File: config.mk
export PLATFORM = sky130hd
export DESIGN_NAME = fetch_queue_flat
export DESIGN_NICKNAME = d
export VERILOG_FILES = /design/src/rtl/fetch_queue_pkg.sv /design/src/rtl/fetch_queue_if.sv /design/src/rtl/fetch_queue.sv /design/src/flat_wrapper.sv
export SDC_FILE = /design/constraint.sdc
export NUM_CORES = 1
export LEC_CHECK = 0
export CAP_MARGIN = 15
export CORE_ASPECT_RATIO = 0.9
export CORE_MARGIN = 3
export CORE_UTILIZATION = 50
export CTS_BUF_LIST = sky130_fd_sc_hd__clkbuf_4
export DETAILED_ROUTE_END_ITERATION = 16
export DONT_BUFFER_PORTS = 1
export MAX_ROUTING_LAYER = met4
export SYNTH_ARGS = -nofsm -noshare
export SYNTH_HDL_FRONTEND = slang
export SYNTH_SLANG_ARGS = --single-unit
export TNS_END_PERCENT = 50
File: constraint.sdc
create_clock -name CLK -period 7.6 [get_ports CLK]
set_clock_uncertainty 0.2 [all_clocks]
set_input_delay 1.9 -clock CLK [delete_from_list [all_inputs] [get_ports CLK]]
set_output_delay 1.9 -clock CLK [all_outputs]
set_load 0.03 [all_outputs]
File: src/rtl/fetch_queue_pkg.sv
// Shared types for the fetch queue: machine word and the buffered instruction entry.
package fetch_queue_pkg;

  typedef logic [31:0] word_t;

  typedef struct packed {
    word_t pc;
    word_t instr;
    word_t pred_pc;
    logic  pred_taken;
  } fq_entry_t;

endpackage

File: src/rtl/fetch_queue_if.sv
// Fetch/decode side signals of the fetch queue; master is the fetch+decode pair, slave is the queue.
interface fetch_queue_if #(parameter int DEPTH = 4);
  import fetch_queue_pkg::*;

  localparam int CW = $clog2(DEPTH) + 1;

  // Handshakes: a transfer happens on a rising edge where valid && ready. Both sides are
  // registered-state driven; enq_ready never depends combinationally on deq_ready.
  logic          enq_valid;
  logic          enq_ready;
  word_t         enq_pc;
  word_t         enq_instr;
  word_t         enq_pred_pc;
  logic          enq_pred_taken;
  logic          flush;
  logic          deq_valid;
  logic          deq_ready;
  word_t         deq_pc;
  word_t         deq_instr;
  word_t         deq_pred_pc;
  logic          deq_pred_taken;
  logic [CW-1:0] count;
  logic          freeze;

  modport master (
    output enq_valid, enq_pc, enq_instr, enq_pred_pc, enq_pred_taken, flush, deq_ready,
    input  enq_ready, deq_valid, deq_pc, deq_instr, deq_pred_pc, deq_pred_taken, count, freeze
  );

  modport slave (
    input  enq_valid, enq_pc, enq_instr, enq_pred_pc, enq_pred_taken, flush, deq_ready,
    output enq_ready, deq_valid, deq_pc, deq_instr, deq_pred_pc, deq_pred_taken, count, freeze
  );

endinterface

File: src/rtl/fetch_queue.sv
// In-order instruction queue between fetch and decode with misprediction flush.
// Optional zero-latency empty-queue bypass is enabled by defining FETCH_QUEUE_BYPASS_EN.
module fetch_queue
  import fetch_queue_pkg::*;
#(
  parameter int DEPTH = 4
) (
  input logic         CLK,
  input logic         nRST,
  fetch_queue_if.slave fq
);

  localparam int PW = $clog2(DEPTH);
  localparam int CW = PW + 1;
  localparam logic [CW-1:0] FULL_CNT = CW'(DEPTH);

  fq_entry_t     mem [DEPTH];
  logic [PW-1:0] head;
  logic [PW-1:0] tail;
  logic [CW-1:0] cnt;

  fq_entry_t enq_e;
  fq_entry_t head_e;
  logic      empty;
  logic      ready;
  logic      bypass;
  logic      enq_fire;
  logic      deq_fire;

  assign enq_e = '{pc: fq.enq_pc, instr: fq.enq_instr,
                   pred_pc: fq.enq_pred_pc, pred_taken: fq.enq_pred_taken};

  assign empty = (cnt == '0);
  assign ready = (cnt != FULL_CNT);

  assign fq.enq_ready = ready;
  assign fq.freeze    = !ready;
  assign fq.count     = cnt;

`ifdef FETCH_QUEUE_BYPASS_EN
  // While empty the incoming entry is presented directly; it is only stored if decode stalls.
  assign bypass       = empty && fq.enq_valid && fq.deq_ready && !fq.flush;
  assign fq.deq_valid = (!empty || fq.enq_valid) && !fq.flush;
  assign head_e       = empty ? enq_e : mem[head];
`else
  assign bypass       = 1'b0;
  assign fq.deq_valid = !empty && !fq.flush;
  assign head_e       = mem[head];
`endif

  assign fq.deq_pc         = head_e.pc;
  assign fq.deq_instr      = head_e.instr;
  assign fq.deq_pred_pc    = head_e.pred_pc;
  assign fq.deq_pred_taken = head_e.pred_taken;

  assign enq_fire = fq.enq_valid && ready && !fq.flush && !bypass;
  assign deq_fire = fq.deq_valid && fq.deq_ready && !bypass;

  always_ff @(posedge CLK) begin
    if (!nRST || fq.flush) begin
      head <= '0;
      tail <= '0;
      cnt  <= '0;
    end else begin
      if (enq_fire) tail <= tail + 1'b1;
      if (deq_fire) head <= head + 1'b1;
      case ({enq_fire, deq_fire})
        2'b10:   cnt <= cnt + 1'b1;
        2'b01:   cnt <= cnt - 1'b1;
        default: cnt <= cnt;
      endcase
    end
  end

  // Storage is not reset; only slots between head and tail are ever observed as valid.
  always_ff @(posedge CLK) begin
    if (enq_fire) mem[tail] <= enq_e;
  end

endmodule

File: src/flat_wrapper.sv
// flat-port wrapper written by rule: the top's interface ports become plain ports
module fetch_queue_flat import fetch_queue_pkg::*;
#(
  parameter int DEPTH = 4
)
  (CLK, nRST, fq_enq_valid, fq_enq_pc, fq_enq_instr, fq_enq_pred_pc, fq_enq_pred_taken, fq_flush, fq_deq_ready, fq_enq_ready, fq_deq_valid, fq_deq_pc, fq_deq_instr, fq_deq_pred_pc, fq_deq_pred_taken, fq_count, fq_freeze);
  fetch_queue_if #(.DEPTH(DEPTH)) fq_i ();
  input logic CLK;
  input logic nRST;
  input wire logic [$bits(fq_i.enq_valid)-1:0] fq_enq_valid;
  input wire logic [$bits(fq_i.enq_pc)-1:0] fq_enq_pc;
  input wire logic [$bits(fq_i.enq_instr)-1:0] fq_enq_instr;
  input wire logic [$bits(fq_i.enq_pred_pc)-1:0] fq_enq_pred_pc;
  input wire logic [$bits(fq_i.enq_pred_taken)-1:0] fq_enq_pred_taken;
  input wire logic [$bits(fq_i.flush)-1:0] fq_flush;
  input wire logic [$bits(fq_i.deq_ready)-1:0] fq_deq_ready;
  output wire logic [$bits(fq_i.enq_ready)-1:0] fq_enq_ready;
  output wire logic [$bits(fq_i.deq_valid)-1:0] fq_deq_valid;
  output wire logic [$bits(fq_i.deq_pc)-1:0] fq_deq_pc;
  output wire logic [$bits(fq_i.deq_instr)-1:0] fq_deq_instr;
  output wire logic [$bits(fq_i.deq_pred_pc)-1:0] fq_deq_pred_pc;
  output wire logic [$bits(fq_i.deq_pred_taken)-1:0] fq_deq_pred_taken;
  output wire logic [$bits(fq_i.count)-1:0] fq_count;
  output wire logic [$bits(fq_i.freeze)-1:0] fq_freeze;
  assign fq_i.enq_valid = fq_enq_valid;
  assign fq_i.enq_pc = fq_enq_pc;
  assign fq_i.enq_instr = fq_enq_instr;
  assign fq_i.enq_pred_pc = fq_enq_pred_pc;
  assign fq_i.enq_pred_taken = fq_enq_pred_taken;
  assign fq_i.flush = fq_flush;
  assign fq_i.deq_ready = fq_deq_ready;
  assign fq_enq_ready = fq_i.enq_ready;
  assign fq_deq_valid = fq_i.deq_valid;
  assign fq_deq_pc = fq_i.deq_pc;
  assign fq_deq_instr = fq_i.deq_instr;
  assign fq_deq_pred_pc = fq_i.deq_pred_pc;
  assign fq_deq_pred_taken = fq_i.deq_pred_taken;
  assign fq_count = fq_i.count;
  assign fq_freeze = fq_i.freeze;
  fetch_queue #(.DEPTH(DEPTH)) u_core (.CLK(CLK), .nRST(nRST), .fq(fq_i));
endmodule
==> reports/results.txt, run 1 <==
status: finished, final reports clean
Net Count, Synth: 673
grt ovf: 0
core area: 0.02823 mm2
drt via density: 5.626
arrival time worst endpoint: 2920 ps
P_leak: 4.997 nW
ratio of final minimum period to clock period: 0.6599
Synth warnings: 0
Netlist cell types: 25
Cell Rows: 58
vias: 6076
Critical Path RT: 5500 ps
drt wl/cell: 23.77 um
die area: 0.03107 mm2
Finished Layout Cells: 1080
Worst path max stage delay: 980 ps
hold depth: 2
Peak VDD IR: 0.1609 mV
RSZ-0062 raised after global routing: false
setup ws final: 2585 ps
Int Pwr: 3.440 mW
Final Core Density: 0.5717
sequential-to-total area share from yosys stat: 0.8162
commonest cells after routing, fill and taps aside: 388 x edfxtp_1, 152 x clkbuf_4, 97 x mux4_2, 13 x clkinv_1, 9 x inv_1
DPL Wire Length: 14.80 mm
Final Power: 4.308 mW
Placed Area: 0.01486 mm2
commonest non-fill, non-tap cell in the layout: edfxtp_1
fill count: 2036
area share of the largest cell type after synthesis: 0.8038
Psw: 0.8685 mW
Total GRT Usage: 0.1719
# clock sinks: 397
Peak Freq: 199.4 MHz
Area growth syn-to-layout: 11.33%
die height: 167.5 um
setup tns final: 0 ps
final hold violation count: 0
nets@finish: 754
# port buffers: 0
drt pass-1 iters: 5
Routed Antenna Nets: 0
Pwr per Cell Area: 267.0 mW/mm2
switching share of power: 0.2016
multi-input logic area: 0.002482 mm2
cts bufs inserted: 96
Final setup viols: 0
Reg2Reg Setup Slack: 3830 ps
Worst Max-Slew Pin Slew: 1027 ps
Gate power share: 0.027
min Tclk post-route: 5015 ps
DR DRC count: 0
worst skew pair latency: 680 ps
Clk pwr share: 0.404
hold buffers post-CTS: 0
largest fanout on the critical path: 51
# IOs: 205
max_cap viols: 0
maximum clock path buffer count: 3
Crit-path slowest cell: dfxtp_4
Detailed Route WL: 25.67 mm
Slew headroom: 0.3150
mapped cell area: 0.01450 mm2
area leader, netlist: edfxtp_1
placed insts: 908
pin count of the biggest net entering global routing: 66
clock slew at reported path FFs: 60 ps
Initial Util: 0.5135
worst hold slack: 308.2 ps
final instance area: 0.01614 mm2
layout cell share with drive strength beyond 1: 0.3760
Worst Setup End Kind: output pin
syn avg cell area: 25.66 um2
Place WS: 3170 ps
r2r endpoint: u_core.mem[1][22]
initial antenna violation count: 1
worst path cell trace: buf_12, mux4_2
Seq pwr share: 0.569
CP Launch Type: flip-flop
Reg area: 0.01184 mm2
postcts setup bufs: 0
CTS tree: yes
Mapped Cells: 565
initial DRC count: 281
Root Buffer: clkbuf_4
H-tree depth: 3
r2r worst-path depth: 5
post-CTS resize count: 0
top post-synthesis cells by area: edfxtp_1 80%, mux4_2 15%, dfxtp_1 1.2%
kind of critical path: flip-flop to output pin
max-slew violations: 0
vias in the first global route: 6737
Hold WC Path Type: flip-flop to flip-flop
worst r2r src: u_core.fq.count[0]
GPL Wtd Cong: 0.6980
Worst Setup EP: fq_deq_instr[16]
Chip Width: 185.5 um
#FFs+latches synth: 397
first-pass GRT wire length: 38.72 mm
## cell type report
type                    instances  share of cell area
diodes                          2           0.0003101
clock buffers                 152             0.07071
clock inverters                18            0.007986
inverters                       9            0.002093
multi-input cells             136              0.1538
flip-flops and latches        397              0.7336
well taps                     360             0.02791
repair buffers                  6            0.003566
## power by group through the flow
| stage | registers (mW) | clock network (mW) | logic [mW] |
|---|---|---|---|
| 5_1_grt | 2.45 | 1.93 | 0.122 |
| 4_1_cts | 2.45 | 1.80 | 0.119 |
| 3_3_place_gp | 2.49 | 0 | 0.117 |
| 6_report | 2.45 | 1.74 | 0.116 |
| 3_5_place_dp | 2.50 | 0 | 0.118 |
| 2_1_floorplan | 2.50 | 0 | 0.0988 |
## synthesized netlist by cell type
| cell type | n |
|---|---|
| a21oi_1 | 5 |
| and2_1 | 4 |
| buf_12 | 1 |
| buf_2 | 11 |
| buf_6 | 1 |
| buf_8 | 3 |
| clkbuf_1 | 7 |
| dfxtp_1 | 9 |
| edfxtp_1 | 388 |
| fa_1 | 1 |
| ha_1 | 5 |
| inv_1 | 9 |
| mux2_2 | 2 |
| mux4_2 | 97 |
| nand2b_1 | 1 |
| nand3_1 | 2 |
| nand3b_1 | 1 |
| nor2_1 | 6 |
| nor3_1 | 1 |
| nor3_2 | 1 |
| nor3b_2 | 1 |
| o21ai_0 | 4 |
| or3_1 | 2 |
| or3b_1 | 1 |
| xor2_1 | 2 |
## state kept, by name (all words and copies together) (netlist names), named ones only
name             cells
u_core.tail          2
u_core.head          2
u_core.fq.count      3
u_core.mem         388
## metal layers
metal  vias to the layer above  track usage  share of wire
li1                       2652            -              -
met1                      3148       0.1958           0.37
met2                       236       0.2597           0.48
met3                        40      0.09513           0.13
met4                         0      0.05806          0.015
met5                         -            -              0
## how the worst min path moves through the flow
| stage | startpoint | slack [ps] | end |
|---|---|---|---|
| after floorplan | u_core.head[1] | 260 | flip-flop |
| after global placement | u_core.head[1] | 270 | flip-flop |
| after detailed placement | u_core.head[1] | 300 | flip-flop |
| after CTS | u_core.head[1] | 300 | flip-flop |
| after global routing | u_core.head[1] | 340 | flip-flop |
| final | u_core.head[1] | 310 | flip-flop |
## critical path, delay by kind of cell (launching register included)
family	cells	cell delay [ps]
buf+inv	1	450
flops	1	980
mux	1	700
## cells by family (layout without fill, tap and decap cells)
family / count (synthesis) / after routing / share of synthesized area
flip-flops: 397 / 397 / 0.8162
XOR/XNOR: 2 / 2 / 0.001209
multiplexers: 99 / 99 / 0.1523
AO/OA/AOI/OAI: 9 / 9 / 0.003107
other: 0 / 2 / 0
adder cells (fa/ha/maj): 6 / 6 / 0.005697
buffers and inverters: 32 / 185 / 0.01321
AND/OR/NAND/NOR: 20 / 20 / 0.008286
No activity file was read; power rests on OpenSTA's default activity.
==> run 2: changes to the inputs <==
Settings changed: PLACE_DENSITY set to 0.68.
Clock period 7.6 ns to 4.1 ns, I/O delays scaled along.
==> run 2 against run 1 <==
Against the previous run:
- global-route usage about the same
- combinational power up 92%
- non-clock buffer count up 8
- critical path depth unchanged
- count of clock-buffer cells in the layout down 18
- total power up 79%
- wire length up 0.26%
- clock power up 70%
- critical path type unchanged
- critical endpoint is now fq_deq_pc[20]
==> reports/results.txt, run 2 (synthesis gave the netlist of run 1 again) <==
status: finished, final reports clean
Crit path buffers/inverters: 1 (unchanged)
max_cap viols: 0 (unchanged)
Cell Rows: 58 (unchanged)
cts bufs inserted: 94 (-2.1%)
fill count: 2035 (-0.049%)
drt wl/cell: 23.98 um (+0.92%)
worst r2r src: u_core.fq.count[2]
Area growth syn-to-layout: 11.46%
kind of critical path: flip-flop to output pin
Hold WC Path Type: input port to flip-flop
Final Core Density: 0.5723 (+0.0006650)
r2r worst-path depth: 10 (+5)
commonest cells after routing, fill and taps aside: 388 x edfxtp_1, 134 x clkbuf_4, 97 x mux4_2, 17 x clkinv_1
P_leak: 4.981 nW (-0.32%)
vias: 6011 (-1.1%)
Chip Width: 185.5 um (unchanged)
# port buffers: 0 (unchanged)
largest fanout on the critical path: 41 (-20%)
# IOs: 205 (unchanged)
post-CTS resize count: 0 (unchanged)
CP Launch Type: flip-flop
Worst path max stage delay: 690 ps (-290 ps)
setup tns final: 0 ps (unchanged)
Peak VDD IR: 0.2790 mV (+73%)
grt ovf: 0 (unchanged)
Hold Path Origin: fq_enq_pred_pc[17]
core area: 0.02823 mm2 (unchanged)
Peak Freq: 276.1 MHz
Worst path top cell family by delay: multiplexers
Pwr per Cell Area: 477.8 mW/mm2 (+79%)
hold buffers post-CTS: 0 (unchanged)
drt via density: 5.602 (-0.42%)
pin count of the biggest net entering global routing: 42 (-36%)
min Tclk post-route: 3622 ps
Root Buffer: clkbuf_4
Routed Antenna Nets: 0 (unchanged)
# clock sinks: 397 (unchanged)
max-slew violations: 0 (unchanged)
DPL Wire Length: 15.70 mm (+6.1%)
maximum clock path buffer count: 3 (unchanged)
first-pass GRT wire length: 38.87 mm (+0.39%)
GPL Wtd Cong: 0.7430 (+6.4%)
ratio of final minimum period to clock period: 0.8833
r2r endpoint: u_core.fq.count[2]
vias in the first global route: 6725 (-0.18%)
worst path cell trace: buf_12, mux4_2
Diodes inserted: 0 (-2)
RSZ-0062 raised after global routing: false
worst skew pair latency: 680 ps (about the same)
Crit-path slowest cell: mux4_2
initial antenna violation count: 0 (-1)
postcts setup bufs: 0 (unchanged)
die height: 167.5 um (unchanged)
Final setup viols: 0 (unchanged)
commonest non-fill, non-tap cell in the layout: edfxtp_1
Initial Util: 0.5135 (unchanged)
Detailed Route WL: 25.74 mm (+0.26%)
H-tree depth: 3 (unchanged)
die area: 0.03107 mm2 (unchanged)
DR DRC count: 0 (unchanged)
arrival time worst endpoint: 2400 ps (-520 ps)
final hold violation count: 0 (unchanged)
max reg flops: 388 (unchanged)
Reg2Reg Setup Slack: 860 ps (-2970 ps)
layout cell share with drive strength beyond 1: 0.3661 (-0.009986)
final instance area: 0.01616 mm2 (+0.12%)
initial DRC count: 289 (+2.8%)
Slew headroom: 0.5566 (+0.2415)
Hold Path Sink: u_core.mem[0][18]
hold depth: 0 (-2)
drt pass-1 iters: 4 (-1)
Reg with most FFs: u_core.mem
Worst Setup End Kind: output pin
Critical Path RT: 2870 ps (-2630 ps)
Placed Area: 0.01502 mm2 (+1.1%)
nets@finish: 760 (+0.80%)
Worst Max-Slew Pin Slew: 665.2 ps (-362.3 ps)
clock slew at reported path FFs: 70 ps (about the same)
CTS tree: yes
Total GRT Usage: 0.1718 (about the same)
[run 2: cell count changes in the layout (fill, tap and decap cells not counted)]
cell / before / now
clkinv_4: 0 / 1
clkbuf_4: 152 / 134
clkinv_1: 13 / 17
clkinv_2: 1 / 2
bufinv_16: 2 / 1
diode_2: 2 / 0
buf_12: 1 / 9
[run 2: final cells by class]
class / instances / area, um2 / share of cell area
sequential: 397 / 11840 / 0.7328
multi-input combinational: 136 / 2482 / 0.1536
tap: 360 / 450.4 / 0.02788
clock buffer: 134 / 1006 / 0.06226
clock inverter: 23 / 127.6 / 0.007899
inverter: 9 / 33.78 / 0.002091
timing repair buffer: 14 / 217.7 / 0.01347
[run 2: layer usage]
metal,routed length [um],vias up,global-route usage
li1,-,2642,-
met1,9877,3098,0.2022
met2,12620,234,0.2639
met3,2826,37,0.08123
met4,414,0,0.05610
met5,0,-,-
[run 2: worst max-delay path by stage]
stage	from	end	slack [ps]	cells after the start
CTS	flip-flop	fq_deq_pc[26]	360	2
global route	flip-flop	fq_deq_pc[20]	260	2
floorplan	u_core.fq.count[0]	u_core.mem[0][0]	-280	4
detailed placement	u_core.fq.count[2]	u_core.fq.count[2]	890	10
global placement	u_core.fq.count[2]	u_core.fq.count[2]	970	10
finish	flip-flop	fq_deq_pc[20]	480	2
[run 2: per-stage QoR]
step | setup WS [ps] | hold slack, ps | power, mW | instances
after global routing | 257.8 | 129.0 | 8.078 | 1073
after detailed placement | 885.1 | 281.3 | 4.855 | 916
after global placement | 972.7 | 260.2 | 4.847 | 916
after floorplan | -281.4 | 259.1 | 4.810 | 565
final | 478.5 | 231.9 | 7.720 | 1073
after CTS | 358.6 | 149.5 | 7.841 | 1073
[run 2: worst reg2reg max path: cells and delay by family, from the launching register on]
family | cells | cell delay, ps
compound gates | 1 | 150
flops | 1 | 560
fa+ha+maj | 2 | 580
buf+inv | 3 | 510
xor+xnor | 1 | 160
simple gates | 3 | 1010
[run 2: where the power goes]
part	leakage (nW)	switching [mW]	total, mW	internal, mW
clock network	0.670	1.40	2.96	1.56
registers	3.60	0.0166	4.54	4.52
logic	0.712	0.163	0.223	0.0605
==> run 3: changes to the inputs <==
Settings changed: CTS_CLUSTER_SIZE set to 8.
==> run 3 against run 2 <==
Against the previous run:
- design area is the same
- first-iteration DRC count increased by 11%
- total power about the same
- critical endpoint unchanged
==> reports/results.txt, run 3 (synthesis gave the netlist of run 1 again) <==
Placed Area: 0.01502 mm2 (unchanged)
Clk pwr share: 0.383 (about the same)
Crit-path slowest cell: mux4_2
Pwr per Cell Area: 477.6 mW/mm2 (about the same)
kind of critical path: flip-flop to output pin
Finished Layout Cells: 1073 (unchanged)
first-pass GRT wire length: 38.85 mm (about the same)
RSZ-0062 raised after global routing: false
CTS tree: yes
setup ws final: 485.0 ps (+6.496 ps)
DPL Wire Length: 15.70 mm (unchanged)
Root Buffer: clkbuf_4
Peak Freq: 276.6 MHz (+0.18%)
final hold violation count: 0 (unchanged)
Peak VDD IR: 0.2792 mV (about the same)
drt via density: 5.604 (about the same)
Slew headroom: 0.5563 (about the same)
Int Pwr: 6.140 mW (about the same)
initial DRC count: 321 (+11%)
P_leak: 4.981 nW (unchanged)
Final Core Density: 0.5723 (unchanged)
core area: 0.02823 mm2 (unchanged)
vias in the first global route: 6737 (+0.18%)
# clock sinks: 397 (unchanged)
Chip Width: 185.5 um (unchanged)
# port buffers: 0 (unchanged)
die area: 0.03107 mm2 (unchanged)
post-CTS resize count: 0 (unchanged)
Total GRT Usage: 0.1717 (about the same)
cts bufs inserted: 94 (unchanged)
hold buffers post-CTS: 0 (unchanged)
drt pass-1 iters: 4 (unchanged)
drt wl/cell: 23.98 um (about the same)
layout cell share with drive strength beyond 1: 0.3661 (unchanged)
Critical Path RT: 2870 ps (about the same)
worst skew pair latency: 680 ps (about the same)
Routed Antenna Nets: 0 (unchanged)
largest fanout on the critical path: 41 (unchanged)
maximum clock path buffer count: 3 (unchanged)
Cell Rows: 58 (unchanged)
Worst Setup End Kind: output pin
pin count of the biggest net entering global routing: 42 (unchanged)
arrival time worst endpoint: 2390 ps (about the same)
clock slew at reported path FFs: 70 ps (about the same)
ratio of final minimum period to clock period: 0.8817 (-0.001584)
min Tclk post-route: 3615 ps (-6.496 ps)
max-slew violations: 0 (unchanged)
Hold WC Path Type: input port to flip-flop
commonest cells after routing, fill and taps aside: 388 x edfxtp_1, 134 x clkbuf_4, 97 x mux4_2, 17 x clkinv_1
max reg flops: 388 (unchanged)
Reg with most FFs: u_core.mem
Initial Util: 0.5135 (unchanged)
Psw: 1.576 mW (-0.22%)
DR DRC count: 0 (unchanged)
nets@finish: 760 (unchanged)
Worst path max stage delay: 690 ps (about the same)
switching share of power: 0.2043 (-0.0003678)
Area growth syn-to-layout: 11.46% (unchanged)
vias: 6013 (+0.033%)
die height: 167.5 um (unchanged)
initial antenna violation count: 0 (unchanged)
status: finished, final reports clean
Detailed Route WL: 25.73 mm (about the same)
Worst Max-Slew Pin Slew: 665.6 ps (+0.4141 ps)
Place WS: 885.1 ps (unchanged)
Seq pwr share: 0.588 (about the same)
CP Launch Type: flip-flop
max_cap viols: 0 (unchanged)
commonest non-fill, non-tap cell in the layout: edfxtp_1
grt ovf: 0 (unchanged)
Diodes inserted: 0 (unchanged)
postcts setup bufs: 0 (unchanged)
H-tree depth: 3 (unchanged)
Final setup viols: 0 (unchanged)
final instance area: 0.01616 mm2 (unchanged)
worst path cell trace: buf_12, mux4_2
# IOs: 205 (unchanged)
GPL Wtd Cong: 0.7430 (unchanged)
placed insts: 916 (unchanged)
Gate power share: 0.029 (about the same)
## run 3: cell counts in the layout (fill, tap and decap cells not counted)
No cell type changed its count.
## run 3: path summary, 6_finish.rpt
path	slack [ps]	start	endpoint	depth (start not counted)
min reg2reg	300	u_core.head[1]	flip-flop	2
min	230	fq_enq_pred_pc[7]	u_core.mem[3][8]	0
max	480	flip-flop	fq_deq_pc[20]	2
max reg2reg	860	u_core.fq.count[2]	u_core.fq.count[2]	10
## run 3: per-stage QoR
step | hold slack, ps | setup TNS, ps | total power, mW
3_3_place_gp | 260.2 | 0 | 4.847
4_1_cts | 149.5 | 0 | 7.841
3_5_place_dp | 281.3 | 0 | 4.855
6_report | 232.4 | 0 | 7.717
5_1_grt | 129.0 | 0 | 8.076
2_1_floorplan | 259.1 | -54600 | 4.810
## run 3: critical path, delay by kind of cell (launching register included)
kind                   cells  cell delay, ps
DFF                        1             610
buffers and inverters      1             360
muxes                      1             690
## run 3: power groups by stage
stage / logic [mW] / clock network (mW) / registers [mW]
after floorplan: 0.183 / 0 / 4.63
after global placement: 0.225 / 0 / 4.62
after detailed placement: 0.228 / 0 / 4.63
after CTS: 0.228 / 3.07 / 4.54
after global routing: 0.235 / 3.30 / 4.54
final: 0.223 / 2.95 / 4.54
## run 3: layer usage
metal,share of wire,track usage
met5,0,-
met4,0.015,0.05512
met3,0.11,0.08123
met2,0.49,0.2639
met1,0.38,0.2022
## run 3: final cells by class
cell class              count  area (um2)
multi-input cells         136        2482
inverters                   9       33.78
fillers                  2035       12070
clock inverters            23       127.6
flip-flops and latches    397       11840
clock buffers             134        1006
repair buffers             14       217.7
well taps                 360       450.4
